$ cat config.mk
export PLATFORM = sky130hd
export DESIGN_NAME = jtsbaskt_pcm_fetch_flat
export DESIGN_NICKNAME = d
export VERILOG_FILES = /design/src/rtl/jtsbaskt_pcm_pkg.sv /design/src/rtl/jtsbaskt_pcm_fetch_if.sv /design/src/rtl/jtsbaskt_pcm_entry.sv /design/src/rtl/jtsbaskt_pcm_fetch.sv /design/src/flat_wrapper.sv
export SDC_FILE = /design/constraint.sdc
export NUM_CORES = 1
export LEC_CHECK = 0
export CAP_MARGIN = 20
export CELL_PAD_IN_SITES_DETAIL_PLACEMENT = 0
export CELL_PAD_IN_SITES_GLOBAL_PLACEMENT = 1
export CORE_MARGIN = 3
export CORE_UTILIZATION = 44
export CTS_CLUSTER_SIZE = 10
export DETAILED_ROUTE_END_ITERATION = 7
export PLACE_DENSITY = 0.91
export SETUP_SLACK_MARGIN = 0.2
export SLEW_MARGIN = 20
export SYNTH_ARGS = -nofsm -noshare
export SYNTH_HDL_FRONTEND = slang
export SYNTH_HIERARCHICAL = 1
export SYNTH_SLANG_ARGS = --single-unit
$ cat constraint.sdc
create_clock -name clk -period 6.18 [get_ports clk]
set_clock_uncertainty 0.15 [all_clocks]
set_input_delay 1.236 -clock clk [delete_from_list [all_inputs] [get_ports clk]]
set_output_delay 1.236 -clock clk [all_outputs]
set_load 0.005 [all_outputs]
$ cat src/rtl/jtsbaskt_pcm_pkg.sv
`default_nettype none
// ============================================================================
//  Module   : jtsbaskt_pcm_pkg
//  Purpose  : Shared types and constants for the VLM5030 PCM fetch cache.
//  Revision : 1.0  initial release
// ============================================================================
package jtsbaskt_pcm_pkg;

    typedef enum logic [1:0] {
        PCM_IDLE   = 2'd0,
        PCM_DEMAND = 2'd1,
        PCM_PREF   = 2'd2
    } pcm_state_e;

    // Even byte addresses map to word bits [7:0] (little-endian ROM image)
    localparam bit PCM_LOW_BYTE_EVEN = 1'b1;

    // Pick the byte of a 16-bit word addressed by the byte-address LSB
    function automatic logic [7:0] pcm_byte_sel(input logic [15:0] word, input logic odd);
        logic sel_hi;
        sel_hi = PCM_LOW_BYTE_EVEN ? odd : ~odd;
        return sel_hi ? word[15:8] : word[7:0];
    endfunction

endpackage
`default_nettype wire

$ cat src/rtl/jtsbaskt_pcm_fetch_if.sv
`default_nettype none
// ============================================================================
//  Module   : jtsbaskt_pcm_fetch_if
//  Purpose  : PCM byte port (sound board side) and SDRAM word port bundle.
//             master = the fetch cache, slave = sound board + SDRAM slot.
//  Revision : 1.0  initial release
// ============================================================================
interface jtsbaskt_pcm_fetch_if #(
    parameter int AW = 16
);
    logic [AW-1:0] pcm_addr;
    logic [7:0]    pcm_data;
    logic          pcm_ok;
    logic [AW-2:0] sdram_addr;
    logic          sdram_cs;
    logic [15:0]   sdram_data;
    logic          sdram_ok;

    modport master (
        input  pcm_addr, sdram_data, sdram_ok,
        output pcm_data, pcm_ok, sdram_addr, sdram_cs
    );

    modport slave (
        output pcm_addr, sdram_data, sdram_ok,
        input  pcm_data, pcm_ok, sdram_addr, sdram_cs
    );
endinterface
`default_nettype wire

$ cat src/rtl/jtsbaskt_pcm_entry.sv
`default_nettype none
// ============================================================================
//  Module   : jtsbaskt_pcm_entry
//  Purpose  : One cache entry (valid/tag/word) with hit detect and byte select.
//  Revision : 1.0  initial release
// ============================================================================
module jtsbaskt_pcm_entry
    import jtsbaskt_pcm_pkg::*;
#(
    parameter int AW = 16
) (
    input  wire logic          clk,
    input  wire logic          rst,
    input  wire logic          clr_i,
    input  wire logic          fill_i,
    input  wire logic [AW-2:0] fill_tag_i,
    input  wire logic [15:0]   fill_word_i,
    input  wire logic [AW-1:0] addr_i,
    output logic               valid_o,
    output logic               hit_o,
    output logic [7:0]         byte_o,
    output logic [AW-2:0]      tag_o
);

    logic          valid_q;
    logic [AW-2:0] tag_q;
    logic [15:0]   word_q;

    // Entry storage: clear drops only the valid bit, fill loads tag and word
    always_ff @(posedge clk) begin
        if (rst) begin
            valid_q <= 1'b0;
            tag_q   <= '0;
            word_q  <= '0;
        end else begin
            if (clr_i)
                valid_q <= 1'b0;
            else if (fill_i)
                valid_q <= 1'b1;
            if (fill_i) begin
                tag_q  <= fill_tag_i;
                word_q <= fill_word_i;
            end
        end
    end

    assign valid_o = valid_q;
    assign hit_o   = valid_q && (tag_q == addr_i[AW-1:1]);
    assign byte_o  = pcm_byte_sel(word_q, addr_i[0]);
    assign tag_o   = tag_q;

endmodule
`default_nettype wire

$ cat src/rtl/jtsbaskt_pcm_fetch.sv
`default_nettype none
// ============================================================================
//  Module   : jtsbaskt_pcm_fetch
//  Purpose  : Two-entry word cache between the VLM5030 sample-ROM byte port
//             and a 16-bit SDRAM ROM slot. pcm_ok is a combinational hit.
//             Define JTSBASKT_PCM_PREFETCH_EN to compile in sequential
//             next-word prefetch (PREF state).
//  Revision : 1.0  initial release
// ============================================================================
module jtsbaskt_pcm_fetch
    import jtsbaskt_pcm_pkg::*;
#(
    parameter int AW = 16
) (
    input  wire logic          clk,
    input  wire logic          rst,
    input  wire logic          dwnld_busy,
    jtsbaskt_pcm_fetch_if.master bus
);

    localparam logic [1:0] S_IDLE   = PCM_IDLE;
    localparam logic [1:0] S_DEMAND = PCM_DEMAND;
`ifdef JTSBASKT_PCM_PREFETCH_EN
    localparam logic [1:0] S_PREF   = PCM_PREF;
`endif

    logic [1:0]    state_q, state_d;
    logic          cs_q, cs_d;
    logic [AW-2:0] addr_q, addr_d;
    logic          victim_q, victim_d;
    logic          rp_q, rp_d;

    logic          w_valid0, w_valid1, w_hit0, w_hit1, w_hit;
    logic [7:0]    w_byte0, w_byte1;
    logic [AW-2:0] w_tag0, w_tag1;
    logic          w_fill;

    // A fill only lands for an acknowledged outstanding request outside download
    assign w_fill = cs_q && bus.sdram_ok && !dwnld_busy;

    jtsbaskt_pcm_entry #(.AW(AW)) u_e0 (
        .clk         (clk),
        .rst         (rst),
        .clr_i       (dwnld_busy),
        .fill_i      (w_fill && !victim_q),
        .fill_tag_i  (addr_q),
        .fill_word_i (bus.sdram_data),
        .addr_i      (bus.pcm_addr),
        .valid_o     (w_valid0),
        .hit_o       (w_hit0),
        .byte_o      (w_byte0),
        .tag_o       (w_tag0)
    );

    jtsbaskt_pcm_entry #(.AW(AW)) u_e1 (
        .clk         (clk),
        .rst         (rst),
        .clr_i       (dwnld_busy),
        .fill_i      (w_fill && victim_q),
        .fill_tag_i  (addr_q),
        .fill_word_i (bus.sdram_data),
        .addr_i      (bus.pcm_addr),
        .valid_o     (w_valid1),
        .hit_o       (w_hit1),
        .byte_o      (w_byte1),
        .tag_o       (w_tag1)
    );

    assign w_hit         = w_hit0 || w_hit1;
    assign bus.pcm_ok    = w_hit;
    assign bus.pcm_data  = (w_hit1 && !w_hit0) ? w_byte1 : w_byte0;
    assign bus.sdram_addr = addr_q;
    assign bus.sdram_cs  = cs_q;

`ifdef JTSBASKT_PCM_PREFETCH_EN
    logic [AW-2:0] w_hit_tag, w_next_tag;
    logic          w_next_held;

    // Next sequential word after the one being read, wrapping at the top
    assign w_hit_tag   = w_hit0 ? w_tag0 : w_tag1;
    assign w_next_tag  = w_hit_tag + {{(AW-2){1'b0}}, 1'b1};
    assign w_next_held = (w_valid0 && (w_tag0 == w_next_tag)) ||
                         (w_valid1 && (w_tag1 == w_next_tag));
`else
    logic w_unused_pref;
    assign w_unused_pref = ^{w_valid0, w_valid1, w_tag0, w_tag1};
`endif

    // Request sequencer: demand on miss, optional prefetch on hit, one request at a time
    always_comb begin
        state_d  = state_q;
        cs_d     = cs_q;
        addr_d   = addr_q;
        victim_d = victim_q;
        rp_d     = rp_q;
        case (state_q)
            S_IDLE: begin
                if (!w_hit) begin
                    state_d  = S_DEMAND;
                    cs_d     = 1'b1;
                    addr_d   = bus.pcm_addr[AW-1:1];
                    victim_d = rp_q;
                end
`ifdef JTSBASKT_PCM_PREFETCH_EN
                else if (!w_next_held) begin
                    state_d  = S_PREF;
                    cs_d     = 1'b1;
                    addr_d   = w_next_tag;
                    victim_d = w_hit0;
                end
`endif
            end
`ifdef JTSBASKT_PCM_PREFETCH_EN
            S_DEMAND, S_PREF: begin
`else
            S_DEMAND: begin
`endif
                if (bus.sdram_ok) begin
                    state_d = S_IDLE;
                    cs_d    = 1'b0;
                    if (state_q == S_DEMAND)
                        rp_d = ~rp_q;
                end
            end
            default: begin
                state_d = S_IDLE;
                cs_d    = 1'b0;
            end
        endcase
        // Download owns the SDRAM slot: abandon the request, ignore any ack
        if (dwnld_busy) begin
            state_d = S_IDLE;
            cs_d    = 1'b0;
            rp_d    = rp_q;
        end
    end

    // Sequencer state registers
    always_ff @(posedge clk) begin
        if (rst) begin
            state_q  <= S_IDLE;
            cs_q     <= 1'b0;
            addr_q   <= '0;
            victim_q <= 1'b0;
            rp_q     <= 1'b0;
        end else begin
            state_q  <= state_d;
            cs_q     <= cs_d;
            addr_q   <= addr_d;
            victim_q <= victim_d;
            rp_q     <= rp_d;
        end
    end

endmodule
`default_nettype wire

$ cat src/flat_wrapper.sv
// flat-port wrapper written by rule: the top's interface ports become plain ports
module jtsbaskt_pcm_fetch_flat import jtsbaskt_pcm_pkg::*;
#(
    parameter int AW = 16
)
  (clk, rst, dwnld_busy, bus_pcm_addr, bus_sdram_data, bus_sdram_ok, bus_pcm_data, bus_pcm_ok, bus_sdram_addr, bus_sdram_cs);
  jtsbaskt_pcm_fetch_if #(.AW(AW)) bus_i ();
  input  wire logic clk;
  input  wire logic rst;
  input  wire logic dwnld_busy;
  input wire logic [$bits(bus_i.pcm_addr)-1:0] bus_pcm_addr;
  input wire logic [$bits(bus_i.sdram_data)-1:0] bus_sdram_data;
  input wire logic [$bits(bus_i.sdram_ok)-1:0] bus_sdram_ok;
  output wire logic [$bits(bus_i.pcm_data)-1:0] bus_pcm_data;
  output wire logic [$bits(bus_i.pcm_ok)-1:0] bus_pcm_ok;
  output wire logic [$bits(bus_i.sdram_addr)-1:0] bus_sdram_addr;
  output wire logic [$bits(bus_i.sdram_cs)-1:0] bus_sdram_cs;
  assign bus_i.pcm_addr = bus_pcm_addr;
  assign bus_i.sdram_data = bus_sdram_data;
  assign bus_i.sdram_ok = bus_sdram_ok;
  assign bus_pcm_data = bus_i.pcm_data;
  assign bus_pcm_ok = bus_i.pcm_ok;
  assign bus_sdram_addr = bus_i.sdram_addr;
  assign bus_sdram_cs = bus_i.sdram_cs;
  jtsbaskt_pcm_fetch #(.AW(AW)) u_core (.clk(clk), .rst(rst), .dwnld_busy(dwnld_busy), .bus(bus_i));
endmodule
# == Word-level counts from Yosys, hierarchy flattened ==
# Index checks and enable logic that the tools add are counted.
# classes
addsub,0
n_mul,0
div,0
magnitude_cmp,0
n_eq_ne,5
shifts,0
mux,9
bitwise_logic,3
reduce_logical,16
# ops
cell,n
== test 15 bit,2
2-to-1 mux 8 bit,3
logical AND 1 bit,7
2-to-1 mux 2 bit,2
!= test 2 bit (second input constant),2
one-hot mux 2 bit (2 select lines),1
AND reduction 2 bit,2
zero test 1 bit,3
inverter 1 bit,3
AND reduction 3 bit,1
== test 2 x 1 -> 1 bit (second input constant),1
zero test 2 bit,1
2-to-1 mux 1 bit,2
one-hot mux 1 bit (2 select lines),1
OR reduction 2 bit,1
logical OR 1 bit,1
# totals
ff_bits,84
latchBits,0
mem_bits_rw,0
rom_bits,0
inputBits,36
output_inout_bits,25
elab_cells,44
mem_count,0

# == Depth between registers and ports, before layout ==
# Gate-level depths: netlist of the first run.
# logic_depth
word_depth,5
mapped_depth,7
depth_no_buf,5

# == Modules after synthesis ==
# Netlist of the first run, hierarchy kept.
# modules_own_cells
mod,n_inst,cells_each,area_per_inst_um2,seq_area_each_um2
jtsbaskt_pcm_entry,2,132,1392.6,640.6
jtsbaskt_pcm_fetch,1,98,938.4,360.3

# == Least setup slack after synthesis of the first run ==
# Ideal clock, no wire load.
# synth_path
path_type,input to output
start,input bus_pcm_addr[2]
end,output bus_pcm_data[0]
arrival_time_ns,2.536
required_ns,4.794
path_slack_ns,2.258
cell_stages,6
n_path_buf,1
cell_sequence,xnor2_1 -> nand4_1 -> nor4_2 -> nand2b_1 -> buf_2 -> mux2_2
# synth_between
elab_chain_cells,5
elab_cells_between_ends,7
classes_between,eq/ne: 2; mux: 1; reduce/logical: 4
# synth_lines
item,line_no,source
start: declaration,flat_wrapper.sv:11,input wire logic [$bits(bus_i.pcm_addr)-1:0] bus_pcm_addr;
== test 15 bit,jtsbaskt_pcm_entry.sv:48,assign hit_o = valid_q && (tag_q == addr_i[AW-1:1]);
logical AND 1 bit,jtsbaskt_pcm_entry.sv:48,
via u_core.w_hit0,jtsbaskt_pcm_fetch.sv:33,"logic w_valid0, w_valid1, w_hit0, w_hit1, w_hit;"
zero test 1 bit,jtsbaskt_pcm_fetch.sv:71,assign bus.pcm_data = (w_hit1 && !w_hit0) ? w_byte1 : w_byte0;
logical AND 1 bit,jtsbaskt_pcm_fetch.sv:71,
2-to-1 mux 8 bit,jtsbaskt_pcm_fetch.sv:71,
end: declaration,flat_wrapper.sv:14,output wire logic [$bits(bus_i.pcm_data)-1:0] bus_pcm_data;
# The timed path passes the listed nets, and every way through them passes these cells.

# == Worst setup path in the final report of the first run ==
# layout_path
start,input bus_pcm_addr[5]
end,output bus_pcm_data[4]
# The elaborated chain is that of the path after synthesis.

==> results of run 1 <==
cell usage after synthesis:
library cell,count,area share
a21oi_1,15,0.020
buf_1,1,0.0010
buf_2,7,0.0094
buf_4,3,0.0060
buf_6,6,0.018
clkbuf_1,9,0.0091
clkbuf_2,2,0.0027
dfxtp_1,82,0.44
inv_1,1,0.0010
mux2_1,2,0.0060
mux2_2,22,0.067
mux2i_1,64,0.17
nand2b_1,3,0.0050
nand3b_1,1,0.0020
nand4_1,8,0.013
nor2_1,67,0.068
nor2b_1,1,0.0017
nor3_1,3,0.0040
nor4_2,2,0.0067
o21a_1,1,0.0020
o31ai_1,15,0.030
or2_2,2,0.0034
or4b_1,15,0.040
xnor2_1,30,0.071
worst min-delay path: stages, from the launching register on:
cell and delay (ps):
dfxtp_1 310, nor2_1 80, nor3_1 50
sequential cells by signal (all words and copies together), names as in the netlist:
| signal | flops |
|---|---|
| u_core/bus.sdram_addr | 15 |
| u_core/bus.sdram_cs | 1 |
| u_core/rp_q | 1 |
| u_core/u_e0/tag_o | 15 |
| u_core/u_e0/valid_o | 1 |
| u_core/u_e0/word_q | 16 |
| u_core/u_e1/tag_o | 15 |
| u_core/u_e1/valid_o | 1 |
| u_core/u_e1/word_q | 16 |
| u_core/victim_q | 1 |
power by group through the flow:
stage / combinational, mW / clock (mW) / sequential [mW]
6_report: 0.0953 / 0.358 / 0.551
5_1_grt: 0.103 / 0.396 / 0.553
4_1_cts: 0.0962 / 0.370 / 0.551
3_5_place_dp: 0.0955 / 0 / 0.563
3_3_place_gp: 0.0946 / 0 / 0.563
2_1_floorplan: 0.0470 / 0 / 0.558
final cells by class:
cell class	count	area [µm²]	area share
multi-input combinational	251	1940	0.429
sequential	82	1640	0.363
timing repair buffer	65	633	0.140
clock buffer	11	131	0.0291
tap	102	128	0.0282
clock inverter	3	42.5	0.00942
inverter	1	3.75	0.000831
worst paths after layout:
path	start	slack, ps	cells past startpoint	end
setup reg to reg	u_core/bus.sdram_cs	3070	5	u_core/u_e1/tag_o[1]
hold reg to reg	u_core/u_e1/valid_o	330	2	u_core/u_e1/valid_o
setup / recovery	bus_pcm_addr[5]	1060	7	bus_pcm_data[4]
hold / removal	u_core/u_e1/valid_o	330	2	u_core/u_e1/valid_o
cells in the final DEF (no fill, tap or decap), drive strengths merged:
cell type / instances
a21oi: 15
buf: 6
bufinv: 1
clkbuf: 11
clkdlybuf4s50: 59
clkinv: 1
clkinvlp: 1
dfxtp: 82
inv: 1
mux2: 24
mux2i: 64
nand2b: 3
nand3b: 1
nand4: 8
nor2: 67
nor2b: 1
nor3: 3
nor4: 2
o21a: 1
o31ai: 15
or2: 2
or4b: 15
xnor2: 30
layer usage:
metal | global-route usage | up-vias
met2 | 0.271 | 66
met5 | 0 | -
li1 | - | 1360
met3 | 0.0571 | 9
met1 | 0.221 | 1304
met4 | 0.0532 | 0
cell families after synthesis:
kind of cell / Yosys count / synth area share
AOI/OAI and AO/OA: 31 / 0.0524
xor gates and xnor gates: 30 / 0.0706
buffers and inverters: 29 / 0.0474
DFF: 82 / 0.441
muxes: 88 / 0.245
and+or+nand+nor: 102 / 0.144
stage by stage:
| step | power (mW) | hold WS, ps | worst slack (ps) |
|---|---|---|---|
| floorplan | 0.605 | 302 | 2260 |
| global placement | 0.657 | 315 | 1040 |
| detailed placement | 0.658 | 319 | 1050 |
| CTS | 1.02 | 333 | 1040 |
| global route | 1.05 | 378 | 885 |
| finish | 1.00 | 333 | 1060 |
==> impl_metrics.yaml, run 1 <==
worst_setup_path:
  crit_path_end_kind: "primary output"
  crit_type: "input port to primary output"
  crit_fanout: 8
  cp.arrival_ps: 3730
  critPathLaunchType: "input port"
  critPathMaxStageDelay_ps: 530
  path_cells: "clkdlybuf4s50_1 > xnor2_1 > nand4_1 > nor4_4 > nand2b_1 > mux2_2 > clkdlybuf4s50_1"
  critPathBufInv: 2
  crit_required_ps: 4790
  path_common_cell: "clkdlybuf4s50_1"
  critPathSlowestCell: "clkdlybuf4s50_1"
  cpLargestDelayFamily: "buffers and inverters"
routing:
  wl_met3_um: 377
  drt_iter0_drc: 140
  vias: 2739
  maxUsedRoutingLayer: "met4"
  firstDrtPassIters: 4
  routed_wirelength_mm: 7.92
  drc: 0
  wl_per_cell_um: 15.4
  viasPerCell: 5.32
  wl_met2_mm: 3.62
  wl_met1_mm: 3.82
  ant_nets: 0
placed_design:
  port_buffers: 60
  dp_hpwl_mm: 5.15
  gp_congestion: 0.748
  dp.cells: 501
  placed_cell_area_um2: 4340
global_route:
  antenna_found_initial: 0
  grt_pass1_wl_mm: 13.5
  grt_max_degree: 84
  track_usage: 0.171
  overflow: 0
  grt_pass1_vias: 2772
floorplanning:
  core_um2: 7970
  start_util: 0.467
  die_h_um: 98.0
  die_w_um: 98.0
  num_rows: 32
  io_pins: 61
  die-area_um2: 9600
clock_network:
  clock_sinks: 82
  insertion_delay_ps: 350
  cts.hold.buffers_added: 0
  clk_path_buf_depth: 2
  cts_root_buffer: "clkbuf_8"
  cts_resized: 0
  cts_made_buffers: 9
  h-tree-depth: 3
  postCtsSetupRepairBufs: 0
  clk_pin_slew_ps: 80
  cts_tree: "built"
sta:
  tightest_slew_ps: 1040
  max-slew-margin-rel: 0.305
  finalHoldViolations: 0
  post-route-period-util: 0.828
  finalSetupViolations: 0
  period_needed_ps: 5120
  drv_slew: 0
  grt_setup_unrepaired: "no"
  fin_tns_setup_ps: 0
  max_freq_ghz: 0.195
layout:
  insertedDiodeCount: 0
  nFillCells: 697
  stdcell_count: 515
  syn_to_final_growth_pct: 21.3
  drive_above_1_share: 0.111
  fin_util: 0.567
  final_nets: 446
  post-route-cell-area_um2: 4520
yosys:
  synth_seq_area_share: 0.441
  synth.avg_cell_area_um2: 10.3
  syn-num-nets: 398
  synth_cell_types: 24
  netlist_area_um2: 3720
  ys_warn_count: 6
  synth_cells: 362
  ys_ff_latch: 82
job:
  drv_cap: 0
pwr:
  p_seq_frac: 0.548
  clkPwrFrac: 0.357
  p_switching_mw: 0.227
  p_leak_nw: 1.62
  swShare: 0.226
  power_density_nw_per_um2: 222
  power.share.combinational: 0.095
  power.internal_mw: 0.777
  max-vdd-ir-drop_v: 0.000116
worst_hold_path:
  worstHoldPathType: "flip-flop to flip-flop"
status:
  status: "finished, final reports clean"
(Power assumes the default switching activity.)
==> inputs of run 2 (changes only) <==
--- a/config.mk
+++ b/config.mk
@@ -9,10 +9,10 @@
 export CELL_PAD_IN_SITES_DETAIL_PLACEMENT = 0
 export CELL_PAD_IN_SITES_GLOBAL_PLACEMENT = 1
 export CORE_MARGIN = 3
-export CORE_UTILIZATION = 44
+export CORE_UTILIZATION = 41
 export CTS_CLUSTER_SIZE = 10
 export DETAILED_ROUTE_END_ITERATION = 7
-export PLACE_DENSITY = 0.91
+export PLACE_DENSITY = 0.86
 export SETUP_SLACK_MARGIN = 0.2
 export SLEW_MARGIN = 20
 export SYNTH_ARGS = -nofsm -noshare
==> constraint.sdc (replaced) <==
create_clock -name clk -period 5 [get_ports clk]
set_clock_uncertainty 0.15 [all_clocks]
set_input_delay 1 -clock clk [delete_from_list [all_inputs] [get_ports clk]]
set_output_delay 1 -clock clk [all_outputs]
set_load 0.005 [all_outputs]
==> impl_metrics.yaml, run 2 (same netlist as run 1, synthesis figures left out) <==
worst_setup_path:
  cp.arrival_ps: 3500
  path_common_cell: "clkdlybuf4s50_1"
  r2r_setup_slack_ps: 2160
  critPathBufInv: 2
  critPathMaxStageDelay_ps: 540
  r2r_cells: 5
  critPathLaunchType: "input port"
  cpLargestDelayFamily: "buffers and inverters"
  crit_type: "input port to primary output"
  crit_cells: 7
  path_cells: "clkdlybuf4s50_1 > xnor2_1 > nand4_1 > nor4_4 > nand2b_1 > mux2_1 > clkdlybuf4s50_1"
  critPathSlowestCell: "clkdlybuf4s50_1"
  crit_required_ps: 3850
  crit_path_end_kind: "primary output"
  crit_fanout: 8
sta:
  post-route-period-util: 0.930
  period_needed_ps: 4650
  max-slew-margin-rel: 0.312
  fin_tns_setup_ps: 0
  finalSetupViolations: 0
  drv_slew: 0
  max_freq_ghz: 0.215
  tightest_slew_ps: 1030
  grt_setup_unrepaired: "no"
  finalHoldViolations: 0
clock_network:
  clk_pin_slew_ps: 80
  postCtsSetupRepairBufs: 0
  cts_resized: 0
  cts_tree: "built"
  cts_root_buffer: "clkbuf_8"
  cts_made_buffers: 9
  clk_path_buf_depth: 2
  insertion_delay_ps: 350
  cts.hold.buffers_added: 0
  clock_sinks: 82
  h-tree-depth: 3
routing:
  drc: 0
  wl_per_cell_um: 15.1
  routed_wirelength_mm: 7.93
  vias: 2688
  ant_nets: 0
  firstDrtPassIters: 4
  drt_iter0_drc: 61
  viasPerCell: 5.13
layout:
  insertedDiodeCount: 0
  fin_util: 0.519
  drive_above_1_share: 0.118
  reg_top3: "u_core/u_e0/word_q: 16 flops, u_core/u_e1/word_q: 16 flops"
  nFillCells: 836
  final_cell_mix: "dfxtp_1, nor2_1, mux2i_1, clkdlybuf4s50_1, xnor2_1"
  final_nets: 447
  syn_to_final_growth_pct: 22.1
  layout_commonest_cell: "dfxtp_1"
  stdcell_count: 524
pwr:
  p_total_mw: 1.26
  power_density_nw_per_um2: 277
  p_leak_nw: 1.63
  max-vdd-ir-drop_v: 0.000105
floorplanning:
  num_rows: 34
  die-area_um2: 10300
  die_w_um: 101
  core_um2: 8760
  start_util: 0.425
  io_pins: 61
  die_h_um: 101
status:
  status: "finished, final reports clean"
global_route:
  overflow: 0
  antenna_found_initial: 0
  grt_max_degree: 55
  track_usage: 0.158
  grt_pass1_vias: 2659
  grt_pass1_wl_mm: 12.8
worst_hold_path:
  worstHoldPathType: "flip-flop to flip-flop"
  hold_path_depth: 2
job:
  drv_cap: 0
placed_design:
  dp_hpwl_mm: 5.22
  port_buffers: 60
  gp_congestion: 0.752
  dp.cells: 508
[run 2: cell count changes in the layout (fill, tap and decap cells not counted), sizes merged]
cell	change
clkinv	+1
buf	+1
clkinvlp	+1
[run 2: layout make-up]
| cell class | instances | area, µm² | share of cell area |
|---|---|---|---|
| Clock inverter | 5 | 55.1 | 0.0121 |
| Inverter | 1 | 3.75 | 0.000826 |
| Timing Repair Buffer | 66 | 641 | 0.141 |
| Clock buffer | 11 | 131 | 0.0289 |
| Sequential cell | 82 | 1640 | 0.361 |
| Multi-Input combinational cell | 251 | 1940 | 0.426 |
| Tap cell | 108 | 135 | 0.0297 |
[run 2: worst register-to-register path: stages (launching register included)]
cell and delay, ps:
dfxtp_1 1010, nand3b_1 400, nor2_4 290, buf_4 490, mux2i_1 290, nor2_1 60
[run 2: metal layers]
layer  global-route usage  vias up  routed length [µm]
met3               0.0386        8                 377
met2                0.256       53                3620
li1                     -     1359                   -
met4               0.0491        0                  86
met1                0.209     1268                3850
met5                    0        -                   0
[run 2: path summary, 6_finish.rpt]
check                                    startpoint               endpoint
worst min-delay path            u_core/u_e0/valid_o    u_core/u_e0/valid_o
worst min register to register  u_core/u_e0/valid_o    u_core/u_e0/valid_o
worst max-delay path                bus_pcm_addr[6]        bus_pcm_data[2]
worst max register to register  u_core/bus.sdram_cs  u_core/u_e1/word_q[1]
[run 2: metrics by stage]
step / hold WS (ps) / area [µm²] / worst slack, ps
after floorplan: 302 / 3720 / 1550
after global routing: 381 / 4550 / 217
final: 342 / 4550 / 351
after CTS: 335 / 4550 / 317
after global placement: 322 / 4360 / 361
after detailed placement: 323 / 4360 / 328
[run 2: power breakdown]
group          switching [mW]  internal, mW
Combinational          0.0475        0.0703
Sequential             0.0149         0.665
Clock                   0.233         0.229
